$ cat src/rtl/pong_pkg.sv
// Shared types and width helpers for the Pong game engine.
//   pong_state_e : match FSM encoding (SERVE=0, PLAY=1, SCORE=2, GAMEOVER=3)
//   coord_w()    : bits needed to hold a cell index 0..cells-1
package pong_pkg;

  localparam int unsigned STATE_W = 2;

  typedef enum logic [STATE_W-1:0] {
    SERVE    = 2'd0,
    PLAY     = 2'd1,
    SCORE    = 2'd2,
    GAMEOVER = 2'd3
  } pong_state_e;

  // Index width for a field dimension; never narrower than one bit.
  function automatic int unsigned coord_w(input int unsigned cells);
    return (cells > 1) ? $clog2(cells) : 1;
  endfunction

endpackage

$ cat src/rtl/pong_paddle.sv
// One paddle: TICK-gated up/down position register clamped to 0..H-PAD.
// Ports:
//   clk, rst     clock, asynchronous active-high reset
//   tick         game-step strobe
//   en           movement allowed this step
//   centre       reload the centred position on this step (has priority)
//   up, dn       movement requests; both or neither holds
//   pos          top row of the paddle
module pong_paddle
  import pong_pkg::*;
#(
  parameter  int unsigned H   = 15,
  parameter  int unsigned PAD = 4,
  localparam int unsigned YW  = coord_w(H)
) (
  input  logic          clk,
  input  logic          rst,
  input  logic          tick,
  input  logic          en,
  input  logic          centre,
  input  logic          up,
  input  logic          dn,
  output logic [YW-1:0] pos
);

  localparam logic [YW-1:0] POS_CTR = YW'((H - PAD) / 2);
  localparam logic [YW-1:0] POS_MAX = YW'(H - PAD);

  // Position register; single-direction requests only, clamped at both ends.
  always_ff @(posedge clk or posedge rst) begin
    if (rst) begin
      pos <= POS_CTR;
    end else if (tick) begin
      if (centre) begin
        pos <= POS_CTR;
      end else if (en) begin
        if (up && !dn && (pos != '0)) begin
          pos <= pos - YW'(1);
        end else if (dn && !up && (pos < POS_MAX)) begin
          pos <= pos + YW'(1);
        end
      end
    end
  end

endmodule

$ cat src/rtl/pong_game_ctrl.sv
// Pong game engine: ball motion, paddle hits, score keeping and the match FSM
// (SERVE/PLAY/SCORE/GAMEOVER). One game step per TICK strobe.
// Ports:
//   GAME_CLK, RST        clock, asynchronous active-high reset
//   TICK                 game-step strobe
//   SERVE_BTN            serve / restart request (level, sampled on TICK)
//   PLAYER_BTN, COM_BTN  {up,dn} paddle buttons
//   ball_x_out/ball_y_out, player_pos_out, com_pos_out   object coordinates
//   score_player, score_com, state_out, point_pulse      score display / status
// Build option: COM_AI_EN -- com paddle follows the ball and COM_BTN is ignored.
module pong_game_ctrl
  import pong_pkg::*;
#(
  parameter  int unsigned W         = 20,
  parameter  int unsigned H         = 15,
  parameter  int unsigned PAD       = 4,
  parameter  int unsigned WIN_SCORE = 5,
  parameter  int unsigned SW        = 4,
  localparam int unsigned XW        = coord_w(W),
  localparam int unsigned YW        = coord_w(H)
) (
  input  logic               GAME_CLK,
  input  logic               RST,
  input  logic               TICK,
  input  logic               SERVE_BTN,
  input  logic [1:0]         PLAYER_BTN,
  input  logic [1:0]         COM_BTN,
  output logic [XW-1:0]      ball_x_out,
  output logic [YW-1:0]      ball_y_out,
  output logic [YW-1:0]      player_pos_out,
  output logic [YW-1:0]      com_pos_out,
  output logic [SW-1:0]      score_player,
  output logic [SW-1:0]      score_com,
  output logic [STATE_W-1:0] state_out,
  output logic               point_pulse
);

  localparam logic [XW-1:0] X_CTR      = XW'(W / 2);
  localparam logic [YW-1:0] Y_CTR      = YW'(H / 2);
  localparam logic [XW-1:0] X_PLAYER   = XW'(1);      // column in front of player paddle
  localparam logic [XW-1:0] X_PL_BACK  = XW'(2);
  localparam logic [XW-1:0] X_COM      = XW'(W - 2);  // column in front of com paddle
  localparam logic [XW-1:0] X_COM_BACK = XW'(W - 3);
  localparam logic [XW-1:0] X_LAST     = XW'(W - 1);
  localparam logic [YW-1:0] Y_LAST     = YW'(H - 1);
  localparam logic [YW:0]   PAD_SPAN   = (YW+1)'(PAD - 1);
  localparam logic [SW-1:0] WIN_VAL    = SW'(WIN_SCORE);

  pong_state_e   state, state_nx;
  logic [XW-1:0] ball_x, ball_x_nx;
  logic [YW-1:0] ball_y, ball_y_nx;
  logic          dir_x, dir_x_nx;   // 1: +1 (toward com), 0: -1
  logic          dir_y, dir_y_nx;   // 1: +1 (down),       0: -1
  logic [SW-1:0] score_p, score_p_nx;
  logic [SW-1:0] score_c, score_c_nx;
  logic          pulse_nx;

  logic [YW-1:0] player_pos, com_pos;
  logic          pad_en, pad_centre;
  logic          com_up, com_dn;

  logic          play_dy;
  logic [YW-1:0] play_ny;
  logic          hit_player, hit_com;

  // Paddles move in SERVE/PLAY and are re-centred on a restart from GAMEOVER.
  assign pad_en     = (state == SERVE) || (state == PLAY);
  assign pad_centre = (state == GAMEOVER) && SERVE_BTN;

`ifdef COM_AI_EN
  logic [YW:0] com_ctr;
  logic        com_btn_unused;

  // Step the com paddle centre row toward the ball row.
  assign com_ctr        = {1'b0, com_pos} + (YW+1)'(PAD / 2);
  assign com_up         = ({1'b0, ball_y} < com_ctr);
  assign com_dn         = ({1'b0, ball_y} > com_ctr);
  assign com_btn_unused = ^COM_BTN;
`else
  assign com_up = COM_BTN[1];
  assign com_dn = COM_BTN[0];
`endif

  pong_paddle #(.H(H), .PAD(PAD)) u_player_pad (
    .clk    (GAME_CLK),
    .rst    (RST),
    .tick   (TICK),
    .en     (pad_en),
    .centre (pad_centre),
    .up     (PLAYER_BTN[1]),
    .dn     (PLAYER_BTN[0]),
    .pos    (player_pos)
  );

  pong_paddle #(.H(H), .PAD(PAD)) u_com_pad (
    .clk    (GAME_CLK),
    .rst    (RST),
    .tick   (TICK),
    .en     (pad_en),
    .centre (pad_centre),
    .up     (com_up),
    .dn     (com_dn),
    .pos    (com_pos)
  );

  // Wall reflection happens first; the paddle test sees the reflected row.
  always_comb begin
    play_dy = dir_y;
    if ((ball_y == '0) && !dir_y) begin
      play_dy = 1'b1;
    end else if ((ball_y == Y_LAST) && dir_y) begin
      play_dy = 1'b0;
    end
    play_ny = play_dy ? (ball_y + YW'(1)) : (ball_y - YW'(1));
  end

  // Paddle coverage uses the positions held at the start of the step.
  assign hit_player = ({1'b0, play_ny} >= {1'b0, player_pos}) &&
                      ({1'b0, play_ny} <= ({1'b0, player_pos} + PAD_SPAN));
  assign hit_com    = ({1'b0, play_ny} >= {1'b0, com_pos}) &&
                      ({1'b0, play_ny} <= ({1'b0, com_pos} + PAD_SPAN));

  // State register.
  always_ff @(posedge GAME_CLK or posedge RST) begin
    if (RST) begin
      state <= SERVE;
    end else begin
      state <= state_nx;
    end
  end

  // Next-state and next ball/score values.
  always_comb begin
    state_nx   = state;
    ball_x_nx  = ball_x;
    ball_y_nx  = ball_y;
    dir_x_nx   = dir_x;
    dir_y_nx   = dir_y;
    score_p_nx = score_p;
    score_c_nx = score_c;
    pulse_nx   = 1'b0;

    case (state)
      SERVE: begin
        if (TICK && SERVE_BTN) begin
          state_nx = PLAY;
        end
      end

      PLAY: begin
        if (TICK) begin
          ball_y_nx = play_ny;
          dir_y_nx  = play_dy;
          if ((ball_x == X_PLAYER) && !dir_x) begin
            if (hit_player) begin
              dir_x_nx  = 1'b1;
              ball_x_nx = X_PL_BACK;
            end else begin
              ball_x_nx = '0;
              state_nx  = SCORE;
            end
          end else if ((ball_x == X_COM) && dir_x) begin
            if (hit_com) begin
              dir_x_nx  = 1'b0;
              ball_x_nx = X_COM_BACK;
            end else begin
              ball_x_nx = X_LAST;
              state_nx  = SCORE;
            end
          end else begin
            ball_x_nx = dir_x ? (ball_x + XW'(1)) : (ball_x - XW'(1));
          end
        end
      end

      SCORE: begin
        // Next serve heads toward whoever just lost the point.
        if (TICK) begin
          pulse_nx  = 1'b1;
          ball_x_nx = X_CTR;
          ball_y_nx = Y_CTR;
          if (ball_x == '0) begin
            score_c_nx = score_c + SW'(1);
            dir_x_nx   = 1'b0;
            state_nx   = ((score_c + SW'(1)) == WIN_VAL) ? GAMEOVER : SERVE;
          end else begin
            score_p_nx = score_p + SW'(1);
            dir_x_nx   = 1'b1;
            state_nx   = ((score_p + SW'(1)) == WIN_VAL) ? GAMEOVER : SERVE;
          end
        end
      end

      GAMEOVER: begin
        if (TICK && SERVE_BTN) begin
          score_p_nx = '0;
          score_c_nx = '0;
          state_nx   = SERVE;
        end
      end

      default: begin
        state_nx = SERVE;
      end
    endcase
  end

  // Ball, direction, score and pulse registers.
  always_ff @(posedge GAME_CLK or posedge RST) begin
    if (RST) begin
      ball_x      <= X_CTR;
      ball_y      <= Y_CTR;
      dir_x       <= 1'b1;
      dir_y       <= 1'b1;
      score_p     <= '0;
      score_c     <= '0;
      point_pulse <= 1'b0;
    end else begin
      ball_x      <= ball_x_nx;
      ball_y      <= ball_y_nx;
      dir_x       <= dir_x_nx;
      dir_y       <= dir_y_nx;
      score_p     <= score_p_nx;
      score_c     <= score_c_nx;
      point_pulse <= pulse_nx;
    end
  end

  assign ball_x_out     = ball_x;
  assign ball_y_out     = ball_y;
  assign player_pos_out = player_pos;
  assign com_pos_out    = com_pos;
  assign score_player   = score_p;
  assign score_com      = score_c;
  assign state_out      = state;

endmodule

$ cat config.mk
export PLATFORM = sky130hd
export DESIGN_NAME = pong_game_ctrl
export DESIGN_NICKNAME = d
export VERILOG_FILES = /design/src/rtl/pong_pkg.sv /design/src/rtl/pong_paddle.sv /design/src/rtl/pong_game_ctrl.sv
export SDC_FILE = /design/constraint.sdc
export NUM_CORES = 1
export LEC_CHECK = 0
export ABC_AREA = 1
export CAP_MARGIN = 20
export CORE_UTILIZATION = 55
export DETAILED_ROUTE_END_ITERATION = 12
export PLACE_DENSITY_LB_ADDON = 0.3
export SYNTH_ARGS = -nofsm -noshare
export SYNTH_HDL_FRONTEND = slang
export SYNTH_SLANG_ARGS = --single-unit
$ cat constraint.sdc
create_clock -name GAME_CLK -period 3.09 [get_ports GAME_CLK]
set_input_delay 0.927 -clock GAME_CLK [delete_from_list [all_inputs] [get_ports GAME_CLK]]
set_output_delay 0.927 -clock GAME_CLK [all_outputs]
set_load 0.05 [all_outputs]
-- Word-level counts from Yosys, hierarchy flattened
Index checks and enable logic that the tools add are counted.
- memories kept: 0
- register bits: 30
- bits in latches: 0
- word-level logic and storage cells: 139
- bits in writable memories: 0
- output and inout bits: 28
- ROM bits: 0
- div/mod/pow operators: 0
- shift operators: 0
- equal/unequal tests: 19
- reduce and logical (&&, ||, !) cells: 41
- multiplexer cells: 51
- $add $sub $neg: 12
- $mul: 0
- $lt $le $gt $ge: 6
- bitwise gates (word level): 0
- operators with widths (operator ; number):
    two-way mux 4 bit ; 16
    two-way mux 2 bit ; 13
    two-way mux 5 bit ; 5
    one-hot mux 4 bit (2 select lines) ; 3
    adder 4 x 1 -> 4 bit, second input constant ; 5
    logical AND 1 bit ; 16
    subtractor 4 x 1 -> 4 bit, second input constant ; 3
    two-way mux 1 bit ; 11
    adder 4 x 2 -> 5 bit, second input constant ; 2
    <= comparator 4 x 5 -> 1 bit ; 2
    one-hot mux 5 bit (2 select lines) ; 1
    AND reduction 3 bit ; 3
    equality test 4 x 3 -> 1 bit, second input constant ; 2
    >= comparator 4 bit ; 2
    < comparator 4 bit, second input constant ; 2
    inequality test 2 bit, second input constant ; 4
    one-hot mux 2 bit (4 select lines) ; 1
    AND reduction 4 bit ; 2
    nonzero test 4 bit ; 2
    AND reduction 7 bit ; 1
    zero test 1 bit ; 6
    inequality test 3 x 2 -> 1 bit, second input constant ; 2
    inequality test 3 bit, second input constant ; 2
    AND reduction 6 bit ; 1
    17 further kinds ; 22

-- Depth between registers and ports, before layout
- depth after elaboration: 12
- mapped depth: 22
- mapped depth without buffers: 22

-- Cells and area by module
A second synthesis with hierarchy kept.
- cell total of the unflattened synthesis: 373
- area total of the unflattened synthesis: 2773.9 um2
- modules (own cells, without submodules) (module ; seq. area each (um2) ; area an instance (um2) ; cells each ; instances):
    pong_game_ctrl ; 559.3 ; 2040.7 ; 261 ; 1
    pong_paddle ; 102.6 ; 366.6 ; 56 ; 2

-- Worst setup path after synthesis
No wires, ideal clock.
- kind: register to register
- from: register ball_y[0], in the netlist ball_y_out[0]
- to: register state[1], in the netlist state_out[1]
- path buffers: 0
- path slack: 0.098 ns
- required time: 2.970 ns
- library setup time: 0.120 ns
- stages on the path, launching flop included: 21
- arrival time: 2.872 ns
- clock period less this slack: 2.992 ns
- cell sequence: dfstp_2 -> nor2_1 -> nand2_1 -> nand2_2 -> nand2_4 -> nand2_1 -> nand2_2 -> inv_2 -> ha_1 -> a21oi_1 -> xor2_1 -> ha_1 -> a21oi_1 -> or2_2 -> nand3_2 -> nand3_2 -> nand2_2 -> nand2_2 -> nand2_2 -> nand2_1 -> nand2_1
- longest elaborated chain between the ends: 9
- elaborated cells between the ends (all ways): 18
- those cells by class: 2 x add/sub; 4 x order compare; 3 x eq/ne; 3 x mux; 6 x reduce/logical
- RTL lines (item ; RTL line ; RTL):
    start, declared ; pong_game_ctrl.sv:51 ; logic [YW-1:0] ball_y, ball_y_nx;
    start signal, assigned ; pong_game_ctrl.sv:220 ; ball_y <= ball_y_nx;
    equality test 4 bit ; pong_game_ctrl.sv:111 ; end else if ((ball_y == Y_LAST) && dir_y) begin
    logical AND 1 bit ; pong_game_ctrl.sv:111 ;
    two-way mux 1 bit ; pong_game_ctrl.sv:111 ;
    two-way mux 1 bit ; pong_game_ctrl.sv:109 ; if ((ball_y == '0) && !dir_y) begin
    two-way mux 4 bit * ; pong_game_ctrl.sv:114 ; play_ny = play_dy ? (ball_y + YW'(1)) : (ball_y - YW'(1));
    <= comparator 4 x 5 -> 1 bit (tied with other cells) ; pong_game_ctrl.sv:121 ; ({1'b0, play_ny} <= ({1'b0, com_pos} + PAD_SPAN));
    logical AND 1 bit, on equally long branches ; pong_game_ctrl.sv:120, pong_game_ctrl.sv:118 ;
    inequality test 3 x 2 -> 1 bit (no source line) or inequality test 3 bit (tied branches) ; - ;
    AND reduction 7 bit (no source line) * ; - ;
    end signal, assigned ; pong_game_ctrl.sv:128 ; state <= state_nx;
    end, declared ; pong_game_ctrl.sv:49 ; pong_state_e state, state_nx;
Every way passes the cells marked *; elsewhere a longest branch is shown, timed or not.
A chain may end at the register's enable or synchronous reset.

-- Final worst setup path
- from: register ball_y[2], in the netlist ball_y_out[2]
- to: register state[0], in the netlist state_out[0]
The elaborated chain is that of the path after synthesis.

==> metrics.json <==
{
  "detailroute.via_count": {"value": 2396},
  "startpoint_type": {"value": "flop"},
  "postCtsHoldBufs": {"value": 0},
  "synthesis.nets": {"value": 376},
  "grt_antenna_before_repair": {"value": 0},
  "synth.mux.area_fraction": {"value": 0, "unit": "%"},
  "layout.filler_cells": {"value": 352},
  "globalplace.congestion": {"value": 0.967},
  "die_area": {"value": 4910, "unit": "sq um"},
  "yosys_warnings": {"value": 0},
  "synth-seq-area-share": {"value": 30.0, "unit": "%"},
  "worst-r2r-cell-count": {"value": 21},
  "yosys.area_share.adder": {"value": 18.3, "unit": "%"},
  "number_of_buffers_created_by_cts": {"value": 5},
  "syn2layout_area_growth": {"value": 24.2, "unit": "%"},
  "tritoncts": {"value": "built"},
  "cts_num_sinks": {"value": 30},
  "clock_insertion_delay_worst_skew": {"value": 290, "unit": "ps"},
  "worst_hold_startpoint": {"value": "dir_y$_DFFE_PP1P_"},
  "grt_max_degree": {"value": 31},
  "finish.net_count": {"value": 427},
  "drc_errors": {"value": 0},
  "synth_compound_area_share": {"value": 14.4, "unit": "%"},
  "period_share": {"value": 96.8, "unit": "%"},
  "setup.worst_path.start": {"value": "ball_y_out[2]$_DFFE_PP1P_"},
  "timing.max_cap.violations": {"value": 0},
  "hold-path-cell-count": {"value": 2},
  "worstReg2RegEnd": {"value": "state_out[0]$_DFFE_PP0P_"},
  "clock_tree.htree_level_count": {"value": 2},
  "detailed_place_hpwl": {"value": 4370, "unit": "microns"},
  "initial_util": {"value": 57.8, "unit": "%"},
  "diodes": {"value": 0},
  "setup_violations": {"value": 0},
  "skew_final": {"value": 6.39, "unit": "ps"},
  "drt_pass1_iterations": {"value": 4},
  "synthArstFlopShare": {"value": 100, "unit": "%"},
  "critPathArrivalTime": {"value": 3170, "unit": "ps"},
  "multi_input_comb_area": {"value": 1640, "unit": "sq um"},
  "critical_path.max_stage_delay": {"value": 590, "unit": "ps"},
  "globalRoute.totalOverflow": {"value": 0},
  "maxSlewHeadroom": {"value": 65.6, "unit": "%"},
  "tightestPinTransition": {"value": 515, "unit": "ps"},
  "totalWireLength": {"value": 5940, "unit": "microns"},
  "worst_setup_path_end_kind": {"value": "flop"},
  "crit_path_max_fanout": {"value": 6},
  "std_cell_rows": {"value": 24},
  "synth.lib_cells_used.distinct": {"value": 31},
  "path_class": {"value": "flop to flop"},
  "critical_path.cell_chain": {"value": "nand2_2 -> nor2_2 -> nand2_2 -> buf_4 -> nand3_1 -> nand2_2 -> inv_2 -> ha_2 -> a21oi_2 -> xor2_2 -> ha_1 -> nand2_2 -> o21ai_1 -> o221ai_1 -> o211a_1 -> nand2_2 -> nand2_2 -> nand2_4 -> nand2_2 -> nand2_1 -> nand2_1"},
  "ratio_of_cells_with_drive_above_1_in_the_final_layout": {"value": 15.4, "unit": "%"},
  "seqCellArea": {"value": 764, "unit": "sq um"},
  "synthesis.area_per_instance": {"value": 7.68, "unit": "sq um"},
  "post_synth_instance_area": {"value": 2550, "unit": "sq um"},
  "rrSetupSlack": {"value": 100, "unit": "ps"},
  "synth_edf_count": {"value": 0},
  "final_cell_count_no_fill": {"value": 436},
  "crit_path_top_delay_cell": {"value": "sky130_fd_sc_hd__dfstp_2"},
  "worstReg2RegStart": {"value": "ball_y_out[2]$_DFFE_PP1P_"},
  "fin_hold_ws": {"value": 514, "unit": "ps"},
  "place.port_buffers": {"value": 35},
  "global_route_wire_length_before_repair": {"value": 9960, "unit": "microns"},
  "max_freq": {"value": 334, "unit": "MHz"},
  "netlist_instances": {"value": 332},
  "synth-xor-area-share": {"value": 6.18, "unit": "%"},
  "max-clock-path-buffers": {"value": 2},
  "worst-endpoint-required": {"value": 3270, "unit": "ps"},
  "first_global_vias": {"value": 2282},
  "routedWlPerCell": {"value": 13.6, "unit": "microns"},
  "io_pins": {"value": 36},
  "drt_first_iter_violations": {"value": 208},
  "maxSlewViolCount": {"value": 0},
  "route.detailed.vias_per_inst": {"value": 5.50},
  "postSynthRegisterBits": {"value": 30},
  "root_cell_of_the_clock_tree": {"value": "sky130_fd_sc_hd__clkbuf_8"},
  "worstHoldEndpoint": {"value": "dir_y$_DFFE_PP1P_"},
  "synthSimpleGateAreaFrac": {"value": 23.8, "unit": "%"},
  "placed_cells_incl_taps": {"value": 423},
  "drtAntennaViolNets": {"value": 0},
  "area_inside_the_core_boundary": {"value": 4410, "unit": "sq um"},
  "dominant_combinational_cell_family_by_area_after_synthesis": {"value": "simple AND/OR/NAND/NOR gates"},
  "dominantRegCellSynth": {"value": "sky130_fd_sc_hd__dfrtp_1"},
  "finalCriticalPeriod": {"value": 2990, "unit": "ps"},
  "run_status": {"value": "completed"},
  "die_width": {"value": 70.1, "unit": "microns"},
  "cts.clk_slew.worst_paths": {"value": 70, "unit": "ps"},
  "finalHoldViolCount": {"value": 0},
  "gr-usage-all-layers": {"value": 25.2, "unit": "%"},
  "hold_path_class": {"value": "flop to flop"},
  "crit_path_frequent_cell": {"value": "sky130_fd_sc_hd__nand2_2"},
  "die_y": {"value": 70.1, "unit": "microns"}
}
## kinds of logic after synthesis
family	after synthesis
simple gates	133
buf+inv	50
flops	30
xor+xnor	18
fa+ha+maj	36
compound gates	65
## flip-flops by register name, summed over array words and instances, names as in the netlist
name / count
state_out: 2
ball_x_out: 5
u_com_pad.pos: 4
dir_y: 1
dir_x: 1
point_pulse: 1
ball_y_out: 4
score_com: 4
u_player_pad.pos: 4
score_player: 4
## worst max-delay path by stage
stage	end	slack [ps]
finish	state_out[0]$_DFFE_PP0P_	100
global route	state_out[0]$_DFFE_PP0P_	-70
CTS	state_out[0]$_DFFE_PP0P_	40
detailed placement	state_out[0]$_DFFE_PP0P_	60
global placement	state_out[0]$_DFFE_PP0P_	190
floorplan	state_out[1]$_DFFE_PP0P_	100
## critical path: cells and delay by family, from the launching register on
kind / cells / cell delay [ps]
AO/OA/AOI/OAI: 4 / 500
XOR/XNOR: 1 / 210
adder cells (fa/ha/maj): 2 / 490
buffers and inverters: 2 / 200
flip-flops: 1 / 590
AND/OR/NAND/NOR: 12 / 880
## cell usage after synthesis, drive strengths merged (2+ instances only)
cell type / number / area [sq um]
nor2: 20 / 85.1
nor3: 2 / 10.0
o22ai: 3 / 18.8
dfrtp: 19 / 475
a22oi: 3 / 22.5
o221ai: 2 / 17.5
a31oi: 3 / 18.8
o31ai: 3 / 22.5
nand3: 25 / 145
inv: 49 / 184
fa: 2 / 40.0
xor2: 13 / 114
ha: 34 / 425
xnor2: 5 / 43.8
o21ai: 36 / 180
a21oi: 12 / 60.1
nand2: 79 / 324
or2: 3 / 18.8
dfstp: 11 / 289
nand4: 4 / 25.0
## layout by cell type, fill, tap and decap left out, types with 2 or more instances in the layout
cell type                         synthesis  routed
sky130_fd_sc_hd__nand2_1                 70      66
sky130_fd_sc_hd__inv_1                   47      46
sky130_fd_sc_hd__clkdlybuf4s50_1          0      35
sky130_fd_sc_hd__ha_1                    34      33
sky130_fd_sc_hd__o21ai_0                 35      32
sky130_fd_sc_hd__nand3_1                 21      20
sky130_fd_sc_hd__dfrtp_1                 19      19
sky130_fd_sc_hd__nor2_1                  18      17
sky130_fd_sc_hd__xor2_1                  13      12
sky130_fd_sc_hd__nand2_2                  8      11
sky130_fd_sc_hd__dfstp_2                 11      11
sky130_fd_sc_hd__a21oi_1                 12      10
sky130_fd_sc_hd__buf_4                    0      10
sky130_fd_sc_hd__clkbuf_8                 0       6
sky130_fd_sc_hd__nand3_2                  4       5
sky130_fd_sc_hd__xnor2_1                  5       5
sky130_fd_sc_hd__o21ai_1                  1       4
sky130_fd_sc_hd__nand4_1                  4       4
sky130_fd_sc_hd__inv_2                    2       3
sky130_fd_sc_hd__or2_2                    3       3
sky130_fd_sc_hd__a31oi_1                  3       3
sky130_fd_sc_hd__o31ai_1                  3       3
sky130_fd_sc_hd__a22oi_1                  3       3
sky130_fd_sc_hd__o22ai_1                  3       3
sky130_fd_sc_hd__nor2_2                   1       2
sky130_fd_sc_hd__nand2_4                  1       2
sky130_fd_sc_hd__a21oi_2                  0       2
sky130_fd_sc_hd__o221ai_1                 2       2
sky130_fd_sc_hd__nor3_1                   2       2
sky130_fd_sc_hd__fa_1                     2       2
## what timing repair did
| item | CTS | global route |
|---|---|---|
| gates resized for setup | 1 | 14 |
| pin swaps | 0 | 9 |
| endpoints found under the setup margin | 2 | 4 |
| buffers inserted | 0 | 5 |
## metrics by stage
step / setup TNS [ps] / setup WS, ps / area, sq um / utilization, %
CTS: 0 / 39.6 / 3100 / 70.2
global route: -118 / -70.1 / 3170 / 71.8
floorplan: 0 / 98.1 / 2550 / -
finish: 0 / 98.3 / 3170 / 71.8
global placement: 0 / 186 / 3000 / 67.9
detailed placement: 0 / 60.9 / 3000 / 67.9
## per-layer routing
metal	global-route usage, %	vias up	share of wire (%)
met5	0	-	0
met2	42.9	64	50
met1	31.8	1126	45
met3	4.76	7	4.2
met4	9.11	0	1.1
li1	-	1199	-
## final cells by class
type,instances,area share [%]
multi-input cells,252,51.7
flip-flops and latches,30,24.1
repair buffers,45,13.4
inverters,49,5.81
clock buffers,7,2.73
well taps,52,2.05
clock inverters,1,0.158
Power is left out: the tool's default activity adds up to more than one toggle a clock period on the data nets, which glitch-free logic cannot reach.
